**config.mk**
```make
export PLATFORM = sky130hd
export DESIGN_NAME = hazard_ctrl
export DESIGN_NICKNAME = d
export VERILOG_FILES = /design/src/rtl/hazard_pkg.sv /design/src/rtl/hazard_ctrl_sat_counter.sv /design/src/rtl/hazard_ctrl.sv
export SDC_FILE = /design/constraint.sdc
export NUM_CORES = 1
export LEC_CHECK = 0
export ABC_CLOCK_PERIOD_IN_PS = 3700
export BUFFER_PORTS_ARGS = -buffer_cell sky130_fd_sc_hd__buf_2
export CORE_AREA = 2 2 88 90
export CTS_CLUSTER_DIAMETER = 120
export DETAILED_ROUTE_END_ITERATION = 12
export DIE_AREA = 0 0 90 92
export GPL_TIMING_DRIVEN = 1
export PLACE_DENSITY = 0.83
export SETUP_SLACK_MARGIN = 0.1
export SYNTH_ARGS = -nofsm -noshare
export SYNTH_HDL_FRONTEND = slang
export SYNTH_SLANG_ARGS = --single-unit
```
**constraint.sdc**
```tcl
create_clock -name i_clk -period 3.7 [get_ports i_clk]
set_input_delay 0.185 -clock i_clk [delete_from_list [all_inputs] [get_ports i_clk]]
set_output_delay 0.185 -clock i_clk [all_outputs]
set_load 0.03 [all_outputs]
```
**src/rtl/hazard_pkg.sv**
```systemverilog
// Shared types and helpers for the pipeline hazard controller.
// Holds the FSM state encoding, the stall/flush bundle and the load-use match rule.
package hazard_pkg;

    typedef enum logic [1:0] {
        ST_RUN      = 2'd0,
        ST_MEM_WAIT = 2'd1,
        ST_ERR      = 2'd2
    } state_e;

    typedef struct packed {
        logic stall_f;
        logic stall_d;
        logic stall_e;
        logic stall_m;
        logic flush_d;
        logic flush_e;
        logic flush_w;
    } ctrl_t;

    localparam logic [4:0] REG_ZERO = 5'd0;
    localparam int         WAIT_W   = 16;

    // A load in E feeds a register that Decode reads; x0 never creates a dependency.
    function automatic logic load_use_hit(
        input logic       mem_rden,
        input logic [4:0] rd,
        input logic [4:0] rs1,
        input logic [4:0] rs2,
        input logic       rs2_used
    );
        load_use_hit = mem_rden && (rd != REG_ZERO) &&
                       ((rd == rs1) || (rs2_used && (rd == rs2)));
    endfunction

endpackage

```
**src/rtl/hazard_ctrl_sat_counter.sv**
```systemverilog
// Saturating up-counter used for the stall and flush performance counters.
// Holds at all-ones instead of wrapping.
module sat_counter #(
    parameter int W = 32
) (
    input  logic         clk,
    input  logic         rst_n,
    input  logic         inc,
    output logic [W-1:0] value
);

    logic [W-1:0] value_r;

    // Count up on inc until the all-ones ceiling is reached
    always_ff @(posedge clk or negedge rst_n) begin
        if (!rst_n) begin
            value_r <= {W{1'b0}};
        end else if (inc && (value_r != {W{1'b1}})) begin
            value_r <= value_r + {{(W-1){1'b0}}, 1'b1};
        end
    end

    assign value = value_r;

endmodule

```
**src/rtl/hazard_ctrl.sv**
```systemverilog
// Pipeline hazard controller: LSU wait/timeout FSM, redirect and load-use resolution,
// per-stage stall/flush generation and saturating stall/flush performance counters.
module hazard_ctrl
    import hazard_pkg::*;
#(
    parameter int TIMEOUT_CYCLES = 255,
    parameter int CNT_W          = 32
) (
    input  logic             i_clk,
    input  logic             i_rst_n,
    input  logic [4:0]       rs1_addr_D,
    input  logic [4:0]       rs2_addr_D,
    input  logic             rs2_used_D,
    input  logic [4:0]       rd_addr_E,
    input  logic             mem_rden_E,
    input  logic             pc_sel_E,
    input  logic             lsu_req_M,
    input  logic             lsu_ack_M,
    output logic             stall_F,
    output logic             stall_D,
    output logic             stall_E,
    output logic             stall_M,
    output logic             flush_D,
    output logic             flush_E,
    output logic             flush_W,
    output logic             bus_err,
    output logic [CNT_W-1:0] stall_cnt,
    output logic [CNT_W-1:0] flush_cnt
);

    localparam logic [WAIT_W-1:0] TIMEOUT_V = WAIT_W'(TIMEOUT_CYCLES);
    localparam logic [WAIT_W-1:0] WAIT_ONE  = {{(WAIT_W-1){1'b0}}, 1'b1};

    state_e            state_r;
    state_e            state_nxt_s;
    logic [WAIT_W-1:0] wait_cnt_r;
    logic [WAIT_W-1:0] wait_cnt_nxt_s;
    logic              bus_err_r;
    logic              lsu_stall_s;
    logic              redirect_s;
    logic              load_use_s;
    ctrl_t             ctrl_s;

    // Classify the cycle: LSU hold outranks redirect, which outranks load-use
    always_comb begin
        lsu_stall_s = 1'b1;
        case (state_r)
            ST_RUN:      lsu_stall_s = lsu_req_M & ~lsu_ack_M;
            ST_MEM_WAIT: lsu_stall_s = ~lsu_ack_M;
            ST_ERR:      lsu_stall_s = 1'b1;
            default:     lsu_stall_s = 1'b1;
        endcase
        redirect_s = pc_sel_E & ~lsu_stall_s;
        load_use_s = ~lsu_stall_s & ~pc_sel_E &
                     load_use_hit(mem_rden_E, rd_addr_E, rs1_addr_D, rs2_addr_D, rs2_used_D);
    end

    // LSU wait sequencing; the ack cycle is a normal run cycle, an unknown state traps to ERR
    always_comb begin
        state_nxt_s    = state_r;
        wait_cnt_nxt_s = wait_cnt_r;
        case (state_r)
            ST_RUN: begin
                if (lsu_req_M && !lsu_ack_M) begin
                    state_nxt_s    = ST_MEM_WAIT;
                    wait_cnt_nxt_s = WAIT_ONE;
                end else begin
                    state_nxt_s    = ST_RUN;
                    wait_cnt_nxt_s = {WAIT_W{1'b0}};
                end
            end
            ST_MEM_WAIT: begin
                if (lsu_ack_M) begin
                    state_nxt_s    = ST_RUN;
                    wait_cnt_nxt_s = {WAIT_W{1'b0}};
                end else if (wait_cnt_r >= TIMEOUT_V) begin
                    state_nxt_s    = ST_ERR;
                    wait_cnt_nxt_s = wait_cnt_r;
                end else begin
                    state_nxt_s    = ST_MEM_WAIT;
                    wait_cnt_nxt_s = wait_cnt_r + WAIT_ONE;
                end
            end
            ST_ERR: begin
                state_nxt_s    = ST_ERR;
                wait_cnt_nxt_s = wait_cnt_r;
            end
            default: begin
                state_nxt_s    = ST_ERR;
                wait_cnt_nxt_s = wait_cnt_r;
            end
        endcase
    end

    // FSM state, wait counter and sticky timeout flag
    always_ff @(posedge i_clk or negedge i_rst_n) begin
        if (!i_rst_n) begin
            state_r    <= ST_RUN;
            wait_cnt_r <= {WAIT_W{1'b0}};
            bus_err_r  <= 1'b0;
        end else begin
            state_r    <= state_nxt_s;
            wait_cnt_r <= wait_cnt_nxt_s;
            bus_err_r  <= bus_err_r | (state_nxt_s == ST_ERR);
        end
    end

    // Same-cycle stall/flush controls, forced quiet while reset is asserted
    always_comb begin
        ctrl_s = ctrl_t'(7'd0);
        if (i_rst_n) begin
            ctrl_s.stall_f = lsu_stall_s | load_use_s;
            ctrl_s.stall_d = lsu_stall_s | load_use_s;
            ctrl_s.stall_e = lsu_stall_s;
            ctrl_s.stall_m = lsu_stall_s;
            ctrl_s.flush_d = redirect_s;
            ctrl_s.flush_e = redirect_s | load_use_s;
            ctrl_s.flush_w = lsu_stall_s;
        end else begin
            ctrl_s = ctrl_t'(7'd0);
        end
    end

    assign stall_F = ctrl_s.stall_f;
    assign stall_D = ctrl_s.stall_d;
    assign stall_E = ctrl_s.stall_e;
    assign stall_M = ctrl_s.stall_m;
    assign flush_D = ctrl_s.flush_d;
    assign flush_E = ctrl_s.flush_e;
    assign flush_W = ctrl_s.flush_w;
    assign bus_err = bus_err_r;

    sat_counter #(.W(CNT_W)) u_stall_cnt (
        .clk   (i_clk),
        .rst_n (i_rst_n),
        .inc   (ctrl_s.stall_f),
        .value (stall_cnt)
    );

    sat_counter #(.W(CNT_W)) u_flush_cnt (
        .clk   (i_clk),
        .rst_n (i_rst_n),
        .inc   (redirect_s),
        .value (flush_cnt)
    );

endmodule
```
# Word level (Yosys, flattened, before mapping)
# Cells that the tools add are included.
totals:
  elab_cells: 48
  out_inout_bits: 72
  ff_bits: 83
op_classes:
  n_mux: 10
  order_cmp: 1
  eq_ne: 7
  n_reduce_logical: 12
  add_sub_neg: 3
  n_bitwise: 10
op_table:
  columns: ["operator", "n"]
  rows:
  - ["32-bit by 1-bit adder with 32-bit output (second input constant)", 2]
  - ["32-bit != test (second input constant)", 2]
  - ["16-bit two-way mux", 2]
  - ["16-bit one-hot mux with 2 select lines", 1]
  - ["16-bit by 1-bit adder with 16-bit output (second input constant)", 1]
  - ["16-bit by 8-bit greater-or-equal comparator with 1-bit output (second input constant)", 1]
  - ["5-bit == test", 2]
  - ["7-bit two-way mux", 1]
  - ["1-bit logical AND", 6]
  - ["5-bit nonzero test", 1]
  - ["1-bit bitwise AND", 4]
  - ["2-bit two-way mux", 2]
  - ["2-bit one-hot mux with 2 select lines", 1]
  - ["3-bit != test (second input constant)", 1]
  - ["1-bit inverter", 3]
  - ["1-bit bitwise OR", 3]
  - ["2-bit by 1-bit == test with 1-bit output (second input constant)", 1]
  - ["2-bit == test (second input constant)", 1]
  - ["2-bit zero test", 1]
  - ["1-bit two-way mux", 2]
  - ["1-bit one-hot mux with 2 select lines", 1]
  - ["2-bit AND reduction", 1]
  - ["2-bit nonzero test", 1]
  - ["1-bit zero test", 1]
  - ["1-bit logical OR", 1]

# Longest topological paths before layout
# Gate-level depths: netlist (run 1).
depth:
  depth_word: 9
  ltp_mapped: 8
  depth_no_buf: 8

# By module
# Synthesis (run 1) repeated with hierarchy kept, for this count alone.
hier_totals:
  hier_cells: 416
  hier_area_um2: 4342.9
modules_own_cells:
  columns: ["module", "seq_area_each_um2", "n_inst", "area_per_inst_um2", "cells_per_inst"]
  rows:
  - ["sat_counter", 800.8, 2, 1624.1, 151]
  - ["hazard_ctrl", 475.5, 1, 1094.8, 114]

# Worst setup path after synthesis (run 1)
# No wires, ideal clock.
synth_path:
  kind: "register to register"
  startpoint: "register state_r[1]"
  endpoint: "register u_stall_cnt.value_r[25] (netlist: u_stall_cnt.value[25])"
  stages_incl_launch_ff: 9
  path_slack_ns: 1.583
  t_arrival_ns: 2.036
  path_cell_list: "dfrtp_1 -> buf_2 -> inv_1 -> and2_1 -> nor2_1 -> o221ai_2 -> buf_6 -> nor3_1 -> xor2_1"
synth_via:
  elab_chain_cells: 8
  elab_cells_between_ends: 9
  classes_between: "1 x eq/ne; 2 x mux; 4 x bitwise; 2 x reduce/logical"
synth_lines:
  columns: ["item", "line", "rtl"]
  rows:
  - ["from (decl)", "hazard_ctrl.sv:34", "state_e state_r;"]
  - ["from (signal assigned)", "hazard_ctrl.sv:102", "state_r <= state_nxt_s;"]
  - ["2-bit by 1-bit == test with 1-bit output or 2-bit zero test (tied branches)", "hazard_ctrl.sv:47", "case (state_r)"]
  - ["1-bit one-hot mux with 2 select lines *", "hazard_ctrl.sv:47", null]
  - ["1-bit inverter", "hazard_ctrl.sv:54", "load_use_s = ~lsu_stall_s & ~pc_sel_E &"]
  - ["1-bit bitwise AND (2 in series)", "hazard_ctrl.sv:54", null]
  - ["1-bit bitwise OR *", "hazard_ctrl.sv:112", "ctrl_s.stall_f = lsu_stall_s | load_use_s;"]
  - ["7-bit two-way mux *", "hazard_ctrl.sv:111", "if (i_rst_n) begin"]
  - ["1-bit logical AND *", "hazard_ctrl_sat_counter.sv:18", "end else if (inc && (value_r != {W{1'b1}})) begin"]
  - ["to (signal assigned)", "hazard_ctrl_sat_counter.sv:17", "value_r <= {W{1'b0}};"]
  - ["to (signal assigned)", "hazard_ctrl_sat_counter.sv:19", "value_r <= value_r + {{(W-1){1'b0}}, 1'b1};"]
  - ["to (decl)", "hazard_ctrl_sat_counter.sv:12", "logic [W-1:0] value_r;"]
# Mark *: on every way between the ends. The rest lies on a longest branch, timed or not.
# A chain may end at the register's enable or synchronous reset.

# Worst setup path after layout (run 1)
layout_path:
  startpoint: "register state_r[1]"
  endpoint: "output port stall_F"
layout_via:
  elab_chain_cells: 7
  elab_cells_between_ends: 8
  classes_between: "1 x eq/ne; 2 x mux; 4 x bitwise; 1 x reduce/logical"
layout_lines:
  columns: ["item", "line", "rtl"]
  rows:
  - ["2-bit by 1-bit == test with 1-bit output or 2-bit zero test (tied branches)", "hazard_ctrl.sv:47", null]
  - ["1-bit one-hot mux with 2 select lines *", "hazard_ctrl.sv:47", null]
  - ["1-bit inverter", "hazard_ctrl.sv:54", null]
  - ["1-bit bitwise AND (2 in series)", "hazard_ctrl.sv:54", null]
  - ["1-bit bitwise OR *", "hazard_ctrl.sv:112", null]
  - ["7-bit two-way mux *", "hazard_ctrl.sv:111", null]
  - ["to (decl)", "hazard_ctrl.sv:19", "output logic stall_F,"]
# Marks and branches as above.

==> results.ini, run 1 <==
[outcome]
status = finished, final reports clean

[setup_path]
cp.required_ns = 3.51
crit_family = simple AND/OR/NAND/NOR gates
cp_max_fo = 12
r2r_start = u_flush_cnt.value[0]$_DFFE_PN0P_
critPathMaxStageDelay_ns = 0.53
critPathBufInv = 2
critPathSlowestCell = dfrtp_1
cp.arrival_ns = 2.19
critical_path.startpoint_type = flip-flop
cp_cell_sequence = inv_1 -> and2_1 -> nor2_1 -> a21o_1 -> buf_2
criticalPathCategory = flip-flop to output pin
critPathLaunch = state_r[1]$_DFF_PN0_
critPathCaptureType = output pin

[finish]
fin_cells = 601
fin_nets = 519
drive_gt1_frac = 0.253
num_antenna_cells = 0
multi_input_area_um2 = 1950
area_growth_syn_to_layout_pct = 17.9
utilization = 0.653
design_area_um2 = 4870
register_area_um2 = 2080
num-fill-cells = 621

[clocking]
cts.path.max_buffers = 2
post_cts_buffers = 0
clk_pin_slew_ns = 0.08
insertion_delay_ns = 0.36
ctsRootBufferMaster = clkbuf_8
cts_tree = built
ctsHoldBuffers = 0
htree_levels = 3
cts_buffers = 9
post_cts_resized = 0
clock_sinks = 83

[route]
wl_per_cell_um = 15.3
wl_um = 9200
drt_first_pass_iters = 4
ant_nets = 0
drt_iter0_markers = 172
via_per_inst = 5.48
vias = 3293
drc = 0

[die]
ioPinCount = 94
die-area_um2 = 8280
start_util = 0.554
coreArea_um2 = 7450
rows = 32
die_w_um = 90
chipHeight_um = 92

[power]
irDropWorstVdd_uv = 243
leakage_nw = 2.42
finalPower_mw = 1.99
p_per_area_nw_per_um2 = 409

[timing]
rsz0062_at_grt = false
min_period_over_period = 0.641
fin_tns_setup_ns = 0
holdWs_ns = 0.0584
drv_slew = 0
hold_viol_final = 0
fmax_mhz = 422
finClkSkew_ns = 0.00855
worst_slack_ns = 1.33
setup_viol = 0
period_needed_ns = 2.37
worstMarginPinSlew_ns = 1.03
slew_headroom = 0.316

[synth]
syn-num-nets = 424
yosysWarnings = 0
syn_area_um2 = 4130
syn_area_per_cell_um2 = 10.3
synth_cell_type_count = 50
seq_area_frac_synth = 0.503
ys_ff_latch = 83
syn-instance-count = 399
synthArstFlopShare = 1.00
synth-edff-count = 0
synth_ff_type = dfrtp_1

[placement]
routabilityCongestion = 0.854
dpl_cell_area_um2 = 4670
post-place-ws_ns = 1.46
hpwlAfterDp_um = 6800
place_inst = 585
portBuffers = 93

[hold_path]
hp-class = primary input to flip-flop
hp-start = lsu_ack_M

[grt]
first_global_vias = 3262
track_usage = 0.234
grt_pass1_wl_um = 15500
grt.overflow.total = 0
grt_start_max_net_pins = 85
antenna_found_initial = 0

[flow_run]
cap_violations = 0

synth_stat cells, drive strengths merged, types with 7 or more instances:
library cell | n | area share
xor2 | 26 | 0.055
dfrtp | 83 | 0.50
buf | 7 | 0.012
nor4 | 7 | 0.014
nand2 | 34 | 0.031
nand3 | 27 | 0.034
nand4 | 30 | 0.048
inv | 10 | 0.0091
and3 | 10 | 0.015
xnor2 | 51 | 0.11
nor3 | 17 | 0.027
nor2 | 40 | 0.036
flip-flops by register name, indices dropped and copies added (netlist names):
register,cells
state_r,2
u_flush_cnt.value,32
bus_err,1
wait_cnt_r,16
u_stall_cnt.value,32
cells by family (layout without fill, tap and decap cells):
family	Yosys count	after routing	synth area share
multiplexers	3	3	0.00818
buffers and inverters	20	120	0.0236
AO/OA/AOI/OAI	26	26	0.0476
adder cells (fa/ha/maj)	3	3	0.00909
AND/OR/NAND/NOR	187	187	0.245
XOR/XNOR	77	77	0.163
flip-flops	83	83	0.503
power breakdown:
part	switching [mW]	internal (mW)
clock	0.318	0.330
sequential	0.0630	0.955
combinational	0.215	0.109
final timing paths:
path / to / slack, ns / depth (start not counted)
worst max-delay path: stall_F / 1.33 / 5
worst min-delay path: state_r[0]$_DFF_PN0_ / 0.06 / 2
worst max register to register: u_flush_cnt.value[13]$_DFFE_PN0P_ / 1.37 / 7
worst min register to register: bus_err$_DFF_PN0_ / 0.48 / 1
max in group asynchronous: u_stall_cnt.value[25]$_DFFE_PN0P_ / 2.91 / 2
min in group asynchronous: u_flush_cnt.value[15]$_DFFE_PN0P_ / 0.15 / 2
metal layers:
| layer | up-vias | GRT usage | wire length [um] |
|---|---|---|---|
| li1 | 1579 | - | - |
| met1 | 1629 | 0.308 | 4150 |
| met2 | 65 | 0.373 | 4520 |
| met3 | 20 | 0.0526 | 300 |
| met4 | 0 | 0.106 | 228 |
| met5 | - | 0 | 0 |
area by class of cell:
cell class,instances,area share
clock buffer,12,0.0298
clock inverter,4,0.0103
inverter,10,0.00771
multi-input combinational,296,0.401
sequential,83,0.427
tap,102,0.0262
timing repair buffer,94,0.0977
cells in the final DEF (no fill, tap or decap), types with 6 or more instances in the layout:
| cell type | instances |
|---|---|
| buf_2 | 92 |
| dfrtp_1 | 83 |
| xnor2_1 | 51 |
| nor2_1 | 40 |
| nand2_1 | 34 |
| nand4_1 | 28 |
| nand3_1 | 26 |
| xor2_1 | 26 |
| nor3_1 | 13 |
| inv_1 | 10 |
| and3_1 | 10 |
| clkbuf_8 | 10 |
| nor4_1 | 6 |
(Power assumes the default switching activity.)
==> run 2: changes to the inputs <==
Settings changed: ABC_CLOCK_PERIOD_IN_PS 3700 to 2450, CORE_AREA 2 2 88 90 to 2 2 91 93, DIE_AREA 0 0 90 92 to 0 0 93 95, PLACE_DENSITY 0.83 to 0.78.
Clock period 3.7 ns to 2.45 ns, I/O delays scaled along.
==> results.ini, run 2 (same netlist as run 1, synthesis figures left out) <==
[timing]
fmax_mhz = 450
holdWs_ns = 0.160
drv_slew = 0
finClkSkew_ns = 0.0127
worstMarginPinSlew_ns = 0.949
worst_slack_ns = 0.227
min_period_over_period = 0.907
rsz0062_at_grt = true
period_needed_ns = 2.22
fin_tns_setup_ns = 0
setup_viol = 0
hold_viol_final = 0
slew_headroom = 0.367

[placement]
routabilityCongestion = 0.844
portBuffers = 93
post-place-ws_ns = 0.271
hpwlAfterDp_um = 6530

[setup_path]
cp.arrival_ns = 2.45
critPathCaptureType = flip-flop
cp.required_ns = 2.68
criticalPathCategory = flip-flop to flip-flop
critical_path.startpoint_type = flip-flop
cp_max_fo = 8

[outcome]
status = finished, final reports clean

[grt]
grt_busiest_layer = met2
track_usage = 0.207
first_global_vias = 3118
grt_pass1_wl_um = 14500
grt.overflow.total = 0
grt_start_max_net_pins = 77
met2_usage = 0.318
antenna_found_initial = 0
grt.met1_usage = 0.291
globalRouteMet3Util = 0.0495

[die]
die-area_um2 = 8840
coreArea_um2 = 7930
chipHeight_um = 95
ioPinCount = 94
die_w_um = 93
rows = 33
start_util = 0.521

[route]
vias = 3313
wl_um = 8940
drt_iter0_markers = 131
drt_first_pass_iters = 4
wl_per_cell_um = 14.6
ant_nets = 0
via_per_inst = 5.40
drc = 0

[flow_run]
cap_violations = 0

[finish]
final_common_cell = buf_2
mostFrequentLayoutCells = buf_2, dfrtp_1, xnor2_1
fin_nets = 528
num_antenna_cells = 0
drive_gt1_frac = 0.268
area_growth_syn_to_layout_pct = 19.6

[clocking]
cts_buffers = 9
ctsRootBufferMaster = clkbuf_8
clock_sinks = 83
cts.path.max_buffers = 2
clk_pin_slew_ns = 0.09
htree_levels = 3
cts_tree = built
insertion_delay_ns = 0.35

[power]
irDropWorstVdd_uv = 657
p_per_area_nw_per_um2 = 600
leakage_nw = 2.46
finalPower_mw = 2.96

[hold_path]
hp-class = primary input to asynchronous set/reset pin

[run 2: changes by cell type in the layout (fill, tap and decap cells not counted), sizes merged]
| cell | delta |
|---|---|
| inv | +2 |
| clkbuf | -2 |
| buf | +7 |
| clkinvlp | +1 |
| dlygate4sd3 | +2 |
| bufinv | -1 |
[run 2: what timing repair did]
action                                 CTS  global route
endpoints found under the hold margin    8             0
resized for setup                        0             1
hold buffers                             2             0
buffers inserted                         0             0
setup endpoints to repair                0             5
[run 2: final timing paths]
kind	startpoint	to	slack, ns	cells past startpoint
setup reg to reg	u_stall_cnt.value[9]$_DFFE_PN0P_	u_stall_cnt.value[15]$_DFFE_PN0P_	0.23	7
setup / recovery	u_stall_cnt.value[9]$_DFFE_PN0P_	u_stall_cnt.value[15]$_DFFE_PN0P_	0.23	7
min in group i_clk	lsu_req_M	state_r[0]$_DFF_PN0_	0.16	4
hold reg to reg	bus_err$_DFF_PN0_	bus_err$_DFF_PN0_	0.48	1
max in group asynchronous	i_rst_n	u_flush_cnt.value[8]$_DFFE_PN0P_	1.14	3
hold / removal	i_rst_n	u_stall_cnt.value[23]$_DFFE_PN0P_	0.16	2
[run 2: critical path, stage by stage, from the launching register on]
cell      delay [ns]
dfrtp_1         0.47
nand4_2         0.23
nor4_4          0.43
nand3_2         0.14
o221ai_2        0.36
buf_4           0.23
nor3_1          0.06
xor2_1          0.17
[run 2: power breakdown]
part	internal, mW	switching (mW)
clock	0.405	0.521
sequential	1.44	0.0951
combinational	0.171	0.325
total	2.02	0.941
[run 2: final cells by class]
cell class              count  area [um^2]
fillers                   684         2990
flip-flops and latches     83         2080
multi-input cells         296         1950
repair buffers            103          548
clock buffers              10          138
well taps                 105          131
clock inverters             6         48.8
inverters                  10         37.5
[run 2: layer usage]
metal  vias to the layer above  wire length, um
met5                         -                0
li1                       1602                -
met1                      1616             4150
met3                        16              448
met4                         0              175
met2                        79             4170
[run 2: through the flow]
step | util | std cells | area, um^2
after floorplan | - | 399 | 4130
after global placement | 0.596 | 595 | 4730
after detailed placement | 0.596 | 595 | 4730
after CTS | 0.622 | 613 | 4930
after global routing | 0.622 | 613 | 4930
final | 0.622 | 613 | 4930
==> run 3: changes to the inputs <==
Settings changed: ABC_AREA from default to 1, CELL_PAD_IN_SITES_DETAIL_PLACEMENT from default to 2, CELL_PAD_IN_SITES_GLOBAL_PLACEMENT from default to 2, CORE_AREA 2 2 91 93 to 2 2 136 138, DIE_AREA 0 0 93 95 to 0 0 138 140, PLACE_DENSITY 0.78 to 0.8.
==> results.ini, run 3 <==
[clocking]
ctsRootBufferMaster = clkbuf_16
insertion_delay_ns = 0.35
clk_pin_slew_ns = 0.06
clock_sinks = 83
cts_buffers = 9
cts.path.max_buffers = 2
htree_levels = 3
cts_tree = built

[route]
via_per_inst = 4.87
vias = 5583
wl_um = 18700
detail_route.wirelength.met1_um = 8780
drt_first_pass_iters = 4
drc = 0
wl_per_cell_um = 16.3
wl_met2_um = 9010
ant_nets = 0
met3_length_um = 610
drt_iter0_markers = 182
top_layer = met4

[power]
p_switching_mw = 1.34
p_int_mw = 2.67
p_seq_frac = 0.410
irDropWorstVdd_uv = 392
p_per_area_nw_per_um2 = 615
leakage_nw = 3.35
power_frac_comb = 0.205
swShare = 0.334
p_clk_frac = 0.385

[timing]
worstMarginPinSlew_ns = 0.549
hold_viol_final = 0
slew_headroom = 0.631
period_needed_ns = 2.07
holdWs_ns = 0.107
drv_slew = 0
finClkSkew_ns = 0.00986
setup_viol = 0
rsz0062_at_grt = false
worst_slack_ns = 0.385
fmax_mhz = 484
min_period_over_period = 0.843
fin_tns_setup_ns = 0

[finish]
fin_nets = 938
drive_gt1_frac = 0.164
mostFrequentLayoutCells = nand2_1, nor2_1, buf_2
num-fill-cells = 2210
final_common_cell = nand2_1
num_antenna_cells = 0
fin_cells = 1147
area_growth_syn_to_layout_pct = 19.7

[synth]
synth_top_family_by_area = simple AND/OR/NAND/NOR gates
synthArstFlopShare = 1.00
synth_ff_type = dfrtp_1
syn-instance-count = 813
yosysMostFrequentCell = nand2_1
synth-adder-area-share = 0.00689
yosysTopAreaCell = dfrtp_1
synth_cell_type_count = 32
syn-num-nets = 838
synth.area.mux_share = 0
yosysWarnings = 0
synth_xor_area_frac = 0.0611
syn_area_um2 = 5450
synth_commonest_cells = nand2_1, nor2_1, dfrtp_1, inv_1, nand3_1
ys_ff_latch = 83
synthTopCellsByArea = dfrtp_1, nand2_1, nor2_1
seq_area_frac_synth = 0.381
synth.top_cell.area_share = 0.381
synth-edff-count = 0
syn_area_per_cell_um2 = 6.70
synth_compound_area_frac = 0.0301
synth-simple-area-share = 0.440

[setup_path]
cp_max_fo = 17
critical_path.startpoint_type = flip-flop
critPathLaunch = state_r[1]$_DFF_PN0_
cp.required_ns = 2.33
critPathCaptureType = output pin
r2r_start = u_stall_cnt.value[0]$_DFFE_PN0P_
criticalPathCategory = flip-flop to output pin
cp.arrival_ns = 1.94

[die]
coreArea_um2 = 17800
chipHeight_um = 140
ioPinCount = 94
rows = 49
start_util = 0.307
die_w_um = 138
die-area_um2 = 19300

[placement]
post-place-ws_ns = 0.383
hpwlAfterDp_um = 14400
routabilityCongestion = 0.807
place_inst = 1130
portBuffers = 93

[grt]
antenna_found_initial = 0
grt_pass1_wl_um = 31300
first_global_vias = 6045
track_usage = 0.200
grt.overflow.total = 0
grt_start_max_net_pins = 41

[hold_path]
hp-class = primary input to flip-flop
hp-start = lsu_ack_M

[outcome]
status = finished, final reports clean

[flow_run]
cap_violations = 0

[run 3: worst paths after layout]
| path | endpoint | slack (ns) | depth (start not counted) |
|---|---|---|---|
| max | stall_F | 0.38 | 9 |
| min in group asynchronous | bus_err$_DFF_PN0_ | 0.16 | 2 |
| min reg2reg | bus_err$_DFF_PN0_ | 0.47 | 1 |
| max in group asynchronous | u_stall_cnt.value[20]$_DFFE_PN0P_ | 0.91 | 4 |
| min | wait_cnt_r[3]$_DFFE_PN0P_ | 0.11 | 4 |
| max reg2reg | u_stall_cnt.value[22]$_DFFE_PN0P_ | 0.41 | 11 |
[run 3: critical path: stages, from the launching register on]
cell	delay, ns
dfrtp_1	0.42
inv_2	0.08
nand2_4	0.09
nor2_2	0.06
nor2_4	0.14
nand2_2	0.10
nor2_1	0.11
nand2_1	0.11
nand2_4	0.22
buf_2	0.26
[run 3: per-layer routing]
metal  up-vias  track usage
li1       2709            -
met1      2764        0.264
met2        88        0.338
met3        22       0.0308
met4         0       0.0628
met5         -            0
[run 3: metrics by stage]
stage / area, um^2 / utilization / power (mW)
2_1_floorplan: 5450 / - / 2.20
3_3_place_gp: 6180 / 0.348 / 2.47
3_5_place_dp: 6180 / 0.348 / 2.50
4_1_cts: 6520 / 0.367 / 4.07
5_1_grt: 6530 / 0.367 / 4.20
6_report: 6530 / 0.367 / 4.02
[run 3: final cells by class]
class                      instances  area, um^2  area share
clock buffer                      12         256      0.0393
clock inverter                     4        72.6      0.0111
inverter                          76         285      0.0437
multi-input combinational        635        2940       0.450
sequential                        83        2080       0.318
tap                              229         287      0.0439
timing repair buffer             108         608      0.0932
[run 3: power by group through the flow]
| stage | Combinational (mW) | Sequential (mW) | Clock (mW) |
|---|---|---|---|
| after floorplan | 0.379 | 1.82 | 0 |
| after global placement | 0.811 | 1.66 | 0 |
| after detailed placement | 0.834 | 1.67 | 0 |
| after CTS | 0.840 | 1.64 | 1.59 |
| after global routing | 0.901 | 1.67 | 1.63 |
| final | 0.825 | 1.65 | 1.55 |
[run 3: kinds of logic after synthesis]
group | count (synthesis)
flops | 83
fa+ha+maj | 3
buf+inv | 95
xor+xnor | 38
compound gates | 25
simple gates | 569
[run 3: what timing repair did]
action	in CTS	in global routing
hold endpoints to repair	7	0
buffers inserted	0	0
resized for setup	0	1
hold buffers	1	0
endpoints found under the setup margin	0	2
